$ cat src/rtl/truth_table_scanner_if.sv
// Control and result bundle between a scan requester and truth_table_scanner.
// The result vector is named tbl because "table" is a reserved word in SystemVerilog.
interface truth_table_scanner_if #(
  parameter int N_IN = 4
);
  logic                   start;
  logic [(1<<N_IN)-1:0]   exp_table;
  logic                   busy;
  logic                   tbl_valid;
  logic                   tbl_ready;
  logic [(1<<N_IN)-1:0]   tbl;
  logic                   mismatch;
  logic [N_IN:0]          fail_cnt;
  logic [N_IN-1:0]        first_fail;

  // Requester side: issues scans and consumes results.
  modport master (
    output start, exp_table, tbl_ready,
    input  busy, tbl_valid, tbl, mismatch, fail_cnt, first_fail
  );

  // Scanner side.
  modport slave (
    input  start, exp_table, tbl_ready,
    output busy, tbl_valid, tbl, mismatch, fail_cnt, first_fail
  );
endinterface

$ cat src/rtl/truth_table_scanner.sv
// Walks every input combination of a combinational device, samples its output
// after SETTLE extra cycles, and reports the captured truth table together with
// the mismatch count and lowest failing index against an expected table.
module truth_table_scanner #(
  parameter int N_IN   = 4,
  parameter int SETTLE = 1
) (
  input  logic                  clk,
  input  logic                  rst_n,
  truth_table_scanner_if.slave  bus,
  output logic [N_IN-1:0]       stim,
  input  logic                  y_in
);

  localparam int              DEPTH      = 1 << N_IN;
  localparam logic [N_IN-1:0] LAST_IDX   = N_IN'(DEPTH - 1);
  localparam logic [3:0]      SETTLE_CNT = 4'(SETTLE);

  typedef enum logic [1:0] {
    IDLE   = 2'd0,
    SCAN   = 2'd1,
    REPORT = 2'd2
  } state_t;

  state_t            state_q, state_d;
  logic [N_IN-1:0]   idx_q;
  logic [3:0]        wait_q;
  logic [DEPTH-1:0]  exp_q;
  logic [DEPTH-1:0]  tbl_q;
  logic [N_IN:0]     fail_q;
  logic [N_IN-1:0]   ff_q;
  logic              ff_seen_q;
  logic              accept;
  logic              sample;
  logic              last;

  // The vector index doubles as the stimulus, so stim holds the last index in REPORT.
  assign last = (idx_q == LAST_IDX);

  // Next-state decode plus the accept/sample strobes that steer the datapath.
  always_comb begin
    state_d = state_q;
    accept  = 1'b0;
    sample  = 1'b0;
    case (state_q)
      IDLE: begin
        if (bus.start) begin
          accept  = 1'b1;
          state_d = SCAN;
        end
      end
      SCAN: begin
        if (wait_q == 4'd0) begin
          sample = 1'b1;
          if (last) state_d = REPORT;
        end
      end
      REPORT: begin
        if (bus.tbl_ready) state_d = IDLE;
      end
      default: state_d = IDLE;
    endcase
  end

  // State register.
  always_ff @(posedge clk or negedge rst_n) begin
    if (!rst_n) state_q <= IDLE;
    else        state_q <= state_d;
  end

  // Scan datapath: settle countdown, table capture and failure bookkeeping.
  always_ff @(posedge clk or negedge rst_n) begin
    if (!rst_n) begin
      idx_q     <= '0;
      wait_q    <= '0;
      exp_q     <= '0;
      tbl_q     <= '0;
      fail_q    <= '0;
      ff_q      <= '0;
      ff_seen_q <= 1'b0;
    end else if (accept) begin
      idx_q     <= '0;
      wait_q    <= SETTLE_CNT;
      exp_q     <= bus.exp_table;
      tbl_q     <= '0;
      fail_q    <= '0;
      ff_q      <= '0;
      ff_seen_q <= 1'b0;
    end else if (state_q == SCAN) begin
      if (!sample) begin
        wait_q <= wait_q - 4'd1;
      end else begin
        tbl_q[idx_q] <= y_in;
        if (y_in != exp_q[idx_q]) begin
          fail_q <= fail_q + (N_IN+1)'(1);
          if (!ff_seen_q) begin
            ff_q      <= idx_q;
            ff_seen_q <= 1'b1;
          end
        end
        if (!last) begin
          idx_q  <= idx_q + N_IN'(1);
          wait_q <= SETTLE_CNT;
        end
      end
    end
  end

  assign stim           = idx_q;
  assign bus.busy       = (state_q == SCAN);
  assign bus.tbl_valid  = (state_q == REPORT);
  assign bus.tbl        = tbl_q;
  assign bus.fail_cnt   = fail_q;
  assign bus.first_fail = ff_q;
  assign bus.mismatch   = (fail_q != '0);

endmodule

$ cat src/flat_wrapper.sv
// flat-port wrapper written by rule: the top's interface ports become plain ports
module truth_table_scanner_flat 
#(
  parameter int N_IN   = 4,
  parameter int SETTLE = 1
)
  (clk, rst_n, stim, y_in, bus_start, bus_exp_table, bus_tbl_ready, bus_busy, bus_tbl_valid, bus_tbl, bus_mismatch, bus_fail_cnt, bus_first_fail);
  truth_table_scanner_if #(.N_IN(N_IN)) bus_i ();
  input  logic clk;
  input  logic rst_n;
  output logic [N_IN-1:0] stim;
  input  logic y_in;
  input wire logic [$bits(bus_i.start)-1:0] bus_start;
  input wire logic [$bits(bus_i.exp_table)-1:0] bus_exp_table;
  input wire logic [$bits(bus_i.tbl_ready)-1:0] bus_tbl_ready;
  output wire logic [$bits(bus_i.busy)-1:0] bus_busy;
  output wire logic [$bits(bus_i.tbl_valid)-1:0] bus_tbl_valid;
  output wire logic [$bits(bus_i.tbl)-1:0] bus_tbl;
  output wire logic [$bits(bus_i.mismatch)-1:0] bus_mismatch;
  output wire logic [$bits(bus_i.fail_cnt)-1:0] bus_fail_cnt;
  output wire logic [$bits(bus_i.first_fail)-1:0] bus_first_fail;
  assign bus_i.start = bus_start;
  assign bus_i.exp_table = bus_exp_table;
  assign bus_i.tbl_ready = bus_tbl_ready;
  assign bus_busy = bus_i.busy;
  assign bus_tbl_valid = bus_i.tbl_valid;
  assign bus_tbl = bus_i.tbl;
  assign bus_mismatch = bus_i.mismatch;
  assign bus_fail_cnt = bus_i.fail_cnt;
  assign bus_first_fail = bus_i.first_fail;
  truth_table_scanner #(.N_IN(N_IN), .SETTLE(SETTLE)) u_core (.clk(clk), .rst_n(rst_n), .bus(bus_i), .stim(stim), .y_in(y_in));
endmodule
$ cat config.mk
export PLATFORM = sky130hd
export DESIGN_NAME = truth_table_scanner_flat
export DESIGN_NICKNAME = d
export VERILOG_FILES = /design/src/rtl/truth_table_scanner_if.sv /design/src/rtl/truth_table_scanner.sv /design/src/flat_wrapper.sv
export SDC_FILE = /design/constraint.sdc
export NUM_CORES = 1
export LEC_CHECK = 0
export BUFFER_PORTS_ARGS = -buffer_cell sky130_fd_sc_hd__buf_2
export CELL_PAD_IN_SITES_DETAIL_PLACEMENT = 0
export CELL_PAD_IN_SITES_GLOBAL_PLACEMENT = 1
export CORE_AREA = 2 2 80 82
export CTS_CLUSTER_SIZE = 10
export DETAILED_ROUTE_END_ITERATION = 10
export DIE_AREA = 0 0 82 84
export PLACE_DENSITY_LB_ADDON = 0.05
export SLEW_MARGIN = 10
export SYNTH_ARGS = -nofsm -noshare
export SYNTH_HDL_FRONTEND = slang
export SYNTH_SLANG_ARGS = --single-unit
$ cat constraint.sdc
create_clock -name clk -period 6.4 [get_ports clk]
set_input_delay 0.64 -clock clk [delete_from_list [all_inputs] [get_ports clk]]
set_output_delay 0.64 -clock clk [all_outputs]
set_load 0.01 [all_outputs]
* Word level (Yosys, flattened, before mapping)
Cells that the tools add are included.
Storage, ports and cells: logic and storage cells 75, bits in latches 0, register bits 52, output and inout port bits 32, memories 0, memory bits (writable) 0, input bits 21, bits in read-only memories 0
Operators by class: bitwise operators 0, divide/modulo/power cells 0, multipliers 0, order comparisons 2, mux-type cells 38, add/subtract/negate cells 3, eq/ne operators 11, shifts and indexed selects 0, reductions and logical operators 13
Operators with widths (number):
- $mux W4 | 13
- $mux W16 | 3
- $mux W5 | 4
- $bwmux W16 | 1
- $mux W1 | 10
- $mux W2 | 4
- $reduce_and A4 Y1 | 2
- $ne A2 B1 Y1 const B | 3
- $ne A2 B2 Y1 const B | 3
- $pmux W2 S3 | 1
- $reduce_and A3 Y1 | 2
- $reduce_bool A2 Y1 | 3
- $add A5 B1 Y5 const B | 1
- $lt A4 B5 Y1 const B | 1
- $reduce_bool A5 Y1 | 1
- $add A4 B1 Y4 const B | 1
- $bmux W1 S4 | 1
- $demux W1 S4 | 1
- $eq A4 B4 Y1 const B | 1
- $ge A4 B1 Y1 const B | 1
- $logic_not A4 Y1 | 1
- $reduce_and A2 Y1 | 2
- $sub A4 B1 Y4 const B | 1
- $ne A3 B2 Y1 const B | 1
- other kinds (5) | 5

* Logic depth before layout (Yosys ltp)
Gate-level depths: netlist of the first run.
depth after elaboration 8, depth in mapped cells 9, depth with buffers taken out 7

* Worst setup path before layout of the first run
Ideal clock, no wire load.
path kind register to register, from reg u_core.idx_q[1], in the netlist u_core.stim[1], to reg u_core.fail_q[3], in the netlist u_core.bus.fail_cnt[3], setup time 0.076 ns, stages on the path, launching flop included 7, data required time 6.324 ns, period minus slack after synthesis 2.226 ns, arrival time 2.150 ns, setup slack 4.174 ns, buffers on the path 1, cells stage by stage dfrtp_1 buf_6 mux2_1 mux4_2 mux2i_4 a2111o_1 o21ai_1
Between the ends: word-level cells in the longest chain between the ends 5
RTL lines:
- from (decl) | line truth_table_scanner.sv:26 | logic [N_IN-1:0] idx_q;
- from (signal assigned) | line truth_table_scanner.sv:102 | idx_q <= idx_q + N_IN'(1);
- $bmux W1 S4 | line truth_table_scanner.sv:94 | if (y_in != exp_q[idx_q]) begin
- $mux W1 (not written as such) | line truth_table_scanner.sv:94
- $ne A1 B1 Y1 | line truth_table_scanner.sv:94
- $reduce_bool A2 Y1 (no source line)
- $reduce_and A3 Y1 (no source line)
- to (signal assigned) | line truth_table_scanner.sv:95 | fail_q <= fail_q + (N_IN+1)'(1);
- to (decl) | line truth_table_scanner.sv:30 | logic [N_IN:0] fail_q;
Every way passes these cells. The select of a mux whose other input is x is not followed. A chain may end at the register's enable or synchronous reset.

* Worst setup path in the final report of the first run
from reg u_core.wait_q[0], to reg u_core.idx_q[3], in the netlist u_core.stim[3]
Between the ends: word-level cells in the longest chain between the ends 5
RTL lines:
- from (decl) | line truth_table_scanner.sv:27 | logic [3:0] wait_q;
- from (signal assigned) | line truth_table_scanner.sv:91 | wait_q <= wait_q - 4'd1;
- $logic_not A4 Y1 | line truth_table_scanner.sv:53 | if (wait_q == 4'd0) begin
- $mux W1 | line truth_table_scanner.sv:53
- $mux W1 | line truth_table_scanner.sv:45 | case (state_q)
- $reduce_bool A2 Y1 (no source line)
- $reduce_and A3 Y1 (no source line)
Every way passes these cells.

==> reports/qor.csv, run 1 <==
metric,value,unit
maxCapViolCount,0,
start_util,43.5,%
num_rows,29,
synth_cells,269,
tightest_slew,0.786,ns
synth_common_cells,"nand2_1, dfrtp_1, nor2_1",
clock-sinks,52,
clock_latency,0.30,ns
fill_cells,607,
wirelength,5.66,mm
synth_top_cell_area_share,49.1,%
viasPerCell,5.05,
yosysMostFrequentCell,nand2_1,
die-width,82,um
synth_flop_cell,dfrtp_1,
synth_warnings,0,
die_h,84,um
diodes,0,
antenna_found_initial,0,
cp-end-kind,flip-flop,
cp.arrival,2.76,ns
worst_hold_slack,0.430,ns
synth.area.top_cells,"dfrtp_1, nand2_1, mux2i_1, nand3_1, mux2_4",
fmax,395,MHz
root_buffer,clkbuf_8,
place_ws,3.88,ns
grt_max_degree,53,
fin_cells,394,
gp_congestion,0.775,
fin_util,50.1,%
cts_setup_buffers,0,
grt_setup_unrepaired,false,
grt_pass1_wl,9.71,mm
fin_worst_skew,0.00983,ns
fin_crit_sh,39.6,%
fin_setup_tns,0,ns
first_pass_iters,4,
irDropWorstVdd,0.162,mV
grt-ovfl-total,0,
cts_hold_buffers,0,
wl_per_cell,14.4,um
p_per_area,429,mW/mm^2
numCtsBuffers,5,
clk_path_buf_depth,2,
post-route-drc-count,0,
synth_area_per_cell,9.85,sq um
dr.first_iter.drc_count,86,
grt_pass1_vias,1980,
crit_required,6.63,ns
htree_levels,2,
ant_nets,0,
path_max_fanout,18,
coreArea,0.00610,sq mm
setup_viol,0,
top_usage_layer,met2,
multi_input_area,0.00125,sq mm
port_buffers,52,
drive_gt1_share,25.6,%
synthArstFlopShare,100,%
pin_count,53,
worstSetupStartpointType,flip-flop,
rr_startpoint,u_core.wait_q[0]$_DFFE_PN0P_,
syn_nets,297,
leakagePower,1.63,nW
final_nets,344,
dp_hpwl,3.91,mm
place_inst,386,
synth-seq-cells,52,
num_vias,1991,
startpoint,u_core.wait_q[0]$_DFFE_PN0P_,
clkTransAtPathRegs,0.10,ns
seq_area,0.00130,sq mm
area_delta_synth_final,15.3,%
gr-usage-met2,28.9,%
hold_path.class,input pin to asynchronous set/reset pin,
path_class,flip-flop to flip-flop,
status,completed,
cts_tree,yes,
syn_area,0.00265,sq mm
worst_slack,3.87,ns
cts-resized-gates,0,
seq_area_frac_synth,49.1,%
yosysTopAreaCell,dfrtp_1,
ys_types,39,
die_area,0.00689,sq mm
grt_use_met1,25.2,%
finalCriticalPeriod,2.53,ns
relSlewSlack,47.5,%
grt_usage,18.1,%
hold_viol_final,0,
synth_edf_count,0,
finalMaxSlewViolations,0,
use_met3,3.90,%
==> kinds of logic after synthesis <==
| kind of cell | count (synthesis) | synth area share, % |
|---|---|---|
| buffers and inverters | 25 | 3.82 |
| xor gates and xnor gates | 1 | 0.331 |
| muxes | 34 | 16.1 |
| and+or+nand+nor | 126 | 21.9 |
| AOI/OAI and AO/OA | 24 | 5.52 |
| adders and majority gates | 7 | 3.30 |
| DFF | 52 | 49.1 |
==> area by class of cell <==
type                       count  area share (%)
timing repair buffer          54            9.01
sequential                    52            42.6
inverter                      11            1.35
multi-input combinational    192            40.8
clock inverter                 2           0.328
tap                           77            3.15
clock buffer                   6            2.70
==> power by group <==
group / internal, mW / switching (mW)
sequential: 0.451 / 0.108
combinational: 0.256 / 0.301
clock: 0.0866 / 0.108
==> worst max-delay path: stages (launching register included) <==
cell and delay [ns]:
dfrtp_1 0.39, inv_1 0.10, ha_1 0.22, or3b_1 0.49, nor2_2 0.52, nand2_1 0.22
or3_1 0.39, a21oi_1 0.14
==> layer usage <==
layer | wire length (um) | up-vias | part of all wire [%]
met4 | 33 | 0 | 0.58
met5 | 0 | - | 0
li1 | - | 998 | -
met1 | 2710 | 955 | 48
met2 | 2700 | 36 | 48
met3 | 217 | 2 | 3.8
==> path summary, 6_finish.rpt <==
path / endpoint / slack [ns] / cells after the start
max in group asynchronous: u_core.exp_q[7]$_DFFE_PN0P_ / 5.49 / 2
min reg2reg: u_core.exp_q[7]$_DFFE_PN0P_ / 0.48 / 2
max reg2reg: u_core.stim[3]$_DFFE_PN0P_ / 3.87 / 7
max: u_core.stim[3]$_DFFE_PN0P_ / 3.87 / 7
min in group clk: u_core.exp_q[7]$_DFFE_PN0P_ / 0.48 / 2
min: u_core.bus.first_fail[3]$_DFFE_PN0P_ / 0.43 / 2
==> state kept, by name (all words and copies together), names as in the netlist <==
signal	count
u_core.bus.fail_cnt	5
u_core.bus.first_fail	4
u_core.bus.tbl	16
u_core.exp_q	16
u_core.ff_seen_q	1
u_core.state_q	2
u_core.stim	4
u_core.wait_q	4
==> through the flow <==
stage / total power [mW] / area (sq um)
after floorplan: 0.968 / 2650
after global placement: 1.12 / 2960
after detailed placement: 1.13 / 2960
after CTS: 1.33 / 3050
after global routing: 1.42 / 3050
final: 1.31 / 3050
==> cells in the final DEF (no fill, tap or decap), types with 2 or more instances in the layout <==
master / n
a2111o_1: 2
a21oi_1: 9
and2_1: 2
and4_1: 2
buf_2: 52
buf_4: 2
clkbuf_8: 6
clkinv_2: 2
dfrtp_1: 52
ha_1: 7
inv_1: 10
mux2_1: 2
mux2_2: 2
mux2_4: 6
mux2i_1: 20
mux2i_4: 2
mux4_2: 2
nand2_1: 60
nand3_1: 19
nand4_1: 3
nor2_1: 23
nor2b_1: 2
nor3_1: 5
nor3b_1: 2
nor4_2: 2
o21ai_0: 6
o21ai_1: 2
No activity file was read; power rests on OpenSTA's default activity.
==> run 2: changes to the inputs <==
ABC_AREA = 1   (was not set)
CORE_AREA = 2 2 86 88   (was 2 2 80 82)
DIE_AREA = 0 0 88 90   (was 0 0 82 84)
clock period = 2.57 ns   (was 6.4 ns; I/O delays follow)
==> run 2 against run 1 <==
Effect of this change: non-clock buffer count is 3 higher; clock skew is 0.0044 ns lower; sequential share of layout area is 1.0 points lower; register-to-register slack worse by 3.2 ns; clock power is 120% higher; global-route usage is 2.0 points lower; routed wire length is 6.3% higher; final cell count is 25% higher; critical endpoint is now u_core.bus.tbl[11]$_DFFE_PN0P_; largest power group is now combinational cells; highest routed layer unchanged.
==> reports/qor.csv, run 2 <==
metric,value,unit,change
status,completed,,
num_vias,2232,,+12%
synth.area.top_cells,"dfrtp_1, nand2_1, inv_1, o21ai_0, nand3_1",,
irDropWorstVdd,0.378,mV,+130%
fin_worst_skew,0.00544,ns,-0.00439 ns
crit_required,2.77,ns,-3.86 ns
clock-sinks,52,,unchanged
path_cells,"inv_1, ha_1, nand3_1, nor2_1, buf_4, inv_1, nor2_1, nand2_1, o21ai_0, inv_1",,
layout_common_cells,"nand2_1, inv_1, buf_2, dfrtp_1, o21ai_0",,
grt_max_degree,40,,-25%
clk_path_buf_depth,2,,unchanged
finalCriticalPeriod,1.94,ns,-0.592 ns
synth_cells,345,,+28%
cts_setup_buffers,0,,unchanged
path_max_fanout,17,,-1
setup_viol,0,,unchanged
gp_congestion,0.710,,-8.3%
cp_slowest_stage_delay,0.40,ns,-0.12 ns
viasPerCell,4.52,,-11%
fill_cells,738,,+22%
hold_path.class,input pin to flip-flop,,
place_ws,0.622,ns,-3.26 ns
die_h,90,um,+7.1%
coreArea,0.00702,sq mm,+15%
grt_setup_unrepaired,false,,
fin_setup_tns,0,ns,unchanged
grt-ovfl-total,0,,unchanged
synth_warnings,0,,unchanged
synth_top_cell_area_share,47.7,%,-1.4 points
slowest_stage,dfrtp_1,,
yosysMostFrequentCell,nand2_1,,
synth-seq-cells,52,,unchanged
wirelength,6.02,mm,+6.3%
synth_area_per_cell,7.91,sq um,-20%
syn_nets,373,,+26%
worst_slack,0.630,ns,-3.24 ns
grt_pass1_wl,10.1,mm,+4.2%
hold_viol_final,0,,unchanged
maxCapViolCount,0,,unchanged
relSlewSlack,40.4,%,-7.1 points
final_nets,425,,+24%
yosysTopAreaCell,dfrtp_1,,
wl_per_cell,12.2,um,-15%
port_buffers,52,,unchanged
fin_crit_sh,75.5,%,+36 points
synth_flop_cell,dfrtp_1,,
cp.arrival,2.14,ns,-0.62 ns
ant_nets,0,,unchanged
dr.first_iter.drc_count,93,,+8.1%
grt_pass1_vias,2104,,+6.3%
cp-end-kind,flip-flop,,
worstSetupStartpointType,flip-flop,,
syn_area,0.00273,sq mm,+2.9%
diodes,0,,unchanged
die-width,88,um,+7.3%
numCtsBuffers,5,,unchanged
seq_area_frac_synth,47.7,%,-1.4 points
first_pass_iters,4,,unchanged
area_delta_synth_final,14.8,%,
tightest_slew,0.890,ns,+0.105 ns
fmax,515,MHz,+31%
drive_gt1_share,21.8,%,-3.8 points
post-route-drc-count,0,,unchanged
die_area,0.00792,sq mm,+15%
final_common_cell,nand2_1,,
leakagePower,1.79,nW,+9.8%
pin_count,53,,unchanged
cts_tree,yes,,
crit_top_cell,inv_1,,
clkTransAtPathRegs,0.09,ns,about the same
clock_latency,0.30,ns,about the same
start_util,38.9,%,-4.6 points
finalMaxSlewViolations,0,,unchanged
grt_usage,16.2,%,-2.0 points
synth_common_cells,"nand2_1, dfrtp_1, inv_1",,
path_class,flip-flop to flip-flop,,
antenna_found_initial,0,,unchanged
num_rows,31,,+6.9%
ys_types,30,,-23%
synthArstFlopShare,100,%,unchanged
root_buffer,clkbuf_8,,
synth_edf_count,0,,unchanged
htree_levels,2,,unchanged
p_per_area,1040,mW/mm^2,+140%
dp_hpwl,4.24,mm,+8.6%
-- run 2: worst paths after layout --
check / slack (ns) / from / end / cells past startpoint
worst max-delay path: 0.63 / u_core.wait_q[0]$_DFFE_PN0P_ / u_core.bus.tbl[11]$_DFFE_PN0P_ / 10
worst min-delay path: 0.14 / bus_tbl_ready / u_core.state_q[1]$_DFFE_PN0P_ / 2
worst max register to register: 0.63 / u_core.wait_q[0]$_DFFE_PN0P_ / u_core.bus.tbl[11]$_DFFE_PN0P_ / 10
worst min register to register: 0.47 / u_core.bus.first_fail[1]$_DFFE_PN0P_ / u_core.bus.first_fail[1]$_DFFE_PN0P_ / 2
max in group asynchronous: 1.33 / rst_n / u_core.bus.tbl[9]$_DFFE_PN0P_ / 3
min in group asynchronous: 0.43 / rst_n / u_core.bus.fail_cnt[0]$_DFFE_PN0P_ / 2
-- run 2: repair_timing --
item | 4_1_cts | 5_1_grt
hold buffers | 1 | 0
resized for setup | 0 | 0
endpoints found under the hold margin | 19 | 0
-- run 2: power breakdown --
part           switching [mW]  internal [mW]
logic                   0.945          0.548
registers               0.209           1.12
clock network           0.252          0.177
total                    1.41           1.84
-- run 2: layer usage --
metal / global-route usage (%) / wire [um] / vias up
met3: 2.30 / 200 / 8
met5: 0 / 0 / -
met4: 5.38 / 89 / 0
li1: - / - / 1177
met1: 23.7 / 3070 / 1007
met2: 24.4 / 2650 / 40
-- run 2: cell type report --
| cell class | instances | area, sq um | area share [%] |
|---|---|---|---|
| clock buffers | 5 | 68.8 | 2.20 |
| flip-flops and latches | 52 | 1300 | 41.6 |
| repair buffers | 57 | 300 | 9.59 |
| well taps | 99 | 124 | 3.96 |
| multi-input cells | 223 | 1120 | 35.7 |
| inverters | 58 | 220 | 7.03 |
-- run 2: kinds of logic after synthesis --
logic type                 synth area share, %
AOI/OAI and AO/OA                         11.0
xor gates and xnor gates                  1.28
adders and majority gates                 3.21
buffers and inverters                     11.4
DFF                                       47.7
and+or+nand+nor                           25.4
-- run 2: worst max-delay path: cells and delay by family (launching register included) --
family | cells | cell delay [ns]
AND/OR/NAND/NOR | 4 | 0.57
adder cells (fa/ha/maj) | 1 | 0.19
flip-flops | 1 | 0.40
buffers and inverters | 4 | 0.51
AO/OA/AOI/OAI | 1 | 0.17
-- run 2: through the flow --
| step | area (sq um) | instances | hold slack, ns | power (mW) | utilization, % |
|---|---|---|---|---|---|
| after floorplan | 2730 | 345 | -0.0386 | 2.47 | - |
| after detailed placement | 3050 | 488 | 0.237 | 2.86 | 43.5 |
| final | 3130 | 494 | 0.141 | 3.25 | 44.6 |
| after CTS | 3130 | 494 | 0.141 | 3.30 | 44.6 |
| after global routing | 3130 | 494 | 0.131 | 3.59 | 44.6 |
| after global placement | 3050 | 488 | 0.232 | 2.85 | 43.5 |
==> run 3: changes to the inputs <==
ABC_AREA = 0   (was 1)
CORE_AREA = 2 2 83 85   (was 2 2 86 88)
DIE_AREA = 0 0 85 87   (was 0 0 88 90)
clock period = 1.9 ns   (was 2.57 ns; I/O delays follow)
==> run 3 against run 2 <==
Effect of this change: the run now ends with negative setup slack left; clock power grew 80%; non-clock buffer count grew 34; global-route usage grew 2.1 points; clock skew shrank 0.00058 ns; critical path depth shrank 4; first-iteration DRC count shrank 44%; sequential power grew 35%; final cell count shrank 12%; hold slack lost 0.082 ns; register-to-register slack lost 0.93 ns; largest power group unchanged.
==> reports/qor.csv, run 3 (same netlist as run 1, synthesis figures left out) <==
metric,value,unit,change
min_path_cells,3,,+1
rr_startpoint,u_core.stim[1]$_DFFE_PN0P_,,
path_max_fanout,6,,-11
fin_crit_sh,116,%,+40 points
gp_congestion,0.783,,+10%
crit_required,2.14,ns,-0.63 ns
rr_endpoint,u_core.bus.fail_cnt[3]$_DFFE_PN0P_,,
finalMaxSlewViolations,0,,unchanged
maxCapViolCount,0,,unchanged
numCtsBuffers,5,,unchanged
irDropWorstVdd,0.611,mV,+62%
grt_pass1_vias,2185,,+3.8%
place_ws,-0.281,ns,-0.903 ns
wl_per_cell,14.5,um,+19%
pin_count,53,,unchanged
clk_path_buf_depth,2,,unchanged
status,finished with violations,,
area_delta_synth_final,37.5,%,
grt-ovfl-total,0,,unchanged
antenna_found_initial,0,,unchanged
cts_tree,yes,,
cp-end-kind,flip-flop,,
leakagePower,1.85,nW,+3.6%
setup_viol,26,,+26
drive_gt1_share,43.2,%,+21 points
rr_worst_depth,6,,-4
root_buffer,clkbuf_8,,
layout_common_cells,"nand2_1, buf_2, dfrtp_1",,
relSlewSlack,59.8,%,+19 points
coreArea,0.00657,sq mm,-6.4%
worstSetupStartpointType,flip-flop,,
start_util,40.3,%,+1.5 points
first_pass_iters,4,,unchanged
final_nets,381,,-10%
grt_setup_unrepaired,true,,
min_from,bus_exp_table[12],,
hold_path.class,input pin to flip-flop,,
hold_viol_final,0,,unchanged
grt_pass1_wl,10.8,mm,+6.9%
final_common_cell,nand2_1,,
ant_nets,0,,unchanged
die-width,85,um,-3.4%
clkTransAtPathRegs,0.10,ns,about the same
fin_worst_skew,0.00485,ns,-0.000581 ns
worst_slack,-0.304,ns,-0.933 ns
wirelength,6.28,mm,+4.3%
clock_latency,0.31,ns,about the same
num_vias,2134,,-4.4%
die_area,0.00740,sq mm,-6.6%
tightest_slew,0.601,ns,-0.289 ns
fmax,454,MHz,-12%
grt_max_degree,31,,-23%
dr.first_iter.drc_count,52,,-44%
r2r_setup_slack,-0.30,ns,-0.93 ns
htree_levels,2,,unchanged
dp_hpwl,4.34,mm,+2.4%
violations,negative setup slack,,
die_h,87,um,-3.3%
finalCriticalPeriod,2.20,ns,+0.263 ns
cp.arrival,2.44,ns,+0.30 ns
fill_cells,610,,-17%
worstHoldEndpoint,u_core.exp_q[12]$_DFFE_PN0P_,,
grt_usage,18.3,%,+2.1 points
port_buffers,52,,unchanged
viasPerCell,4.92,,+8.8%
p_per_area,1500,mW/mm^2,+45%
path_class,flip-flop to flip-flop,,
diodes,0,,unchanged
post-route-drc-count,0,,unchanged
p_total,5.48,mW,+69%
num_rows,30,,-3.2%
clock-sinks,52,,unchanged
-- run 3: report_power, final --
part | total (mW) | switching [mW] | internal [mW] | leakage [nW]
Combinational | 2.90 | 1.48 | 1.43 | 1.13
Sequential | 1.80 | 0.279 | 1.52 | 0.667
Clock | 0.769 | 0.378 | 0.390 | 0.0541
Total | 5.48 | 2.14 | 3.34 | 1.85
-- run 3: stage by stage --
stage          std cells  util, %  TNS, ns  cell area (sq um)  hold slack, ns
2_1_floorplan        269        -    -3.34               2660          -0.106
3_3_place_gp         414     48.4    -4.22               3180           0.215
3_5_place_dp         414     48.4    -4.90               3180           0.224
4_1_cts              433     53.3    -2.84               3500          0.0536
5_1_grt              434     55.5    -5.78               3640          0.0588
6_report             434     55.5    -3.03               3640          0.0590
-- run 3: worst max-delay path by stage --
stage	slack (ns)	start	to	depth (start not counted)
5_1_grt	-0.38	u_core.stim[1]$_DFFE_PN0P_	u_core.bus.fail_cnt[3]$_DFFE_PN0P_	6
4_1_cts	-0.30	u_core.stim[1]$_DFFE_PN0P_	u_core.bus.fail_cnt[3]$_DFFE_PN0P_	6
2_1_floorplan	-0.28	u_core.stim[1]$_DFFE_PN0P_	u_core.bus.fail_cnt[3]$_DFFE_PN0P_	6
3_3_place_gp	-0.23	u_core.stim[1]$_DFFE_PN0P_	u_core.bus.fail_cnt[4]$_DFFE_PN0P_	5
6_report	-0.30	u_core.stim[1]$_DFFE_PN0P_	u_core.bus.fail_cnt[3]$_DFFE_PN0P_	6
3_5_place_dp	-0.28	u_core.stim[1]$_DFFE_PN0P_	u_core.bus.fail_cnt[3]$_DFFE_PN0P_	5
-- run 3: critical path, cell delays in order, from the launching register on --
cell	delay [ns]
dfrtp_2	0.44
buf_6	0.14
mux2_4	0.28
mux4_2	0.54
mux2i_4	0.25
a2111o_1	0.41
o21ai_1	0.07
-- run 3: routing by layer --
metal / routed length [um] / track usage [%] / vias up
met5: 0 / 0 / -
met4: 62 / 4.33 / 0
met3: 174 / 3.03 / 5
met2: 3010 / 30.3 / 33
met1: 3030 / 25.2 / 1018
li1: - / - / 1078
-- run 3: layout make-up --
type	instances	area [sq um]	area share, %
clock buffer	5	68.8	1.89
inverter	11	41.3	1.13
multi-input combinational	192	1480	40.6
sequential	52	1300	35.7
timing repair buffer	91	609	16.7
clock inverter	3	42.5	1.17
tap	80	100	2.75
-- run 3: timing repair --
| item | in CTS | in global routing |
|---|---|---|
| pin swaps | 15 | 18 |
| gates resized for setup | 33 | 28 |
| buffers inserted | 9 | 1 |
| cloned | 1 | 0 |
| hold buffers | 1 | 0 |
| endpoints found under the hold margin | 22 | 0 |
| setup endpoints to repair | 32 | 33 |
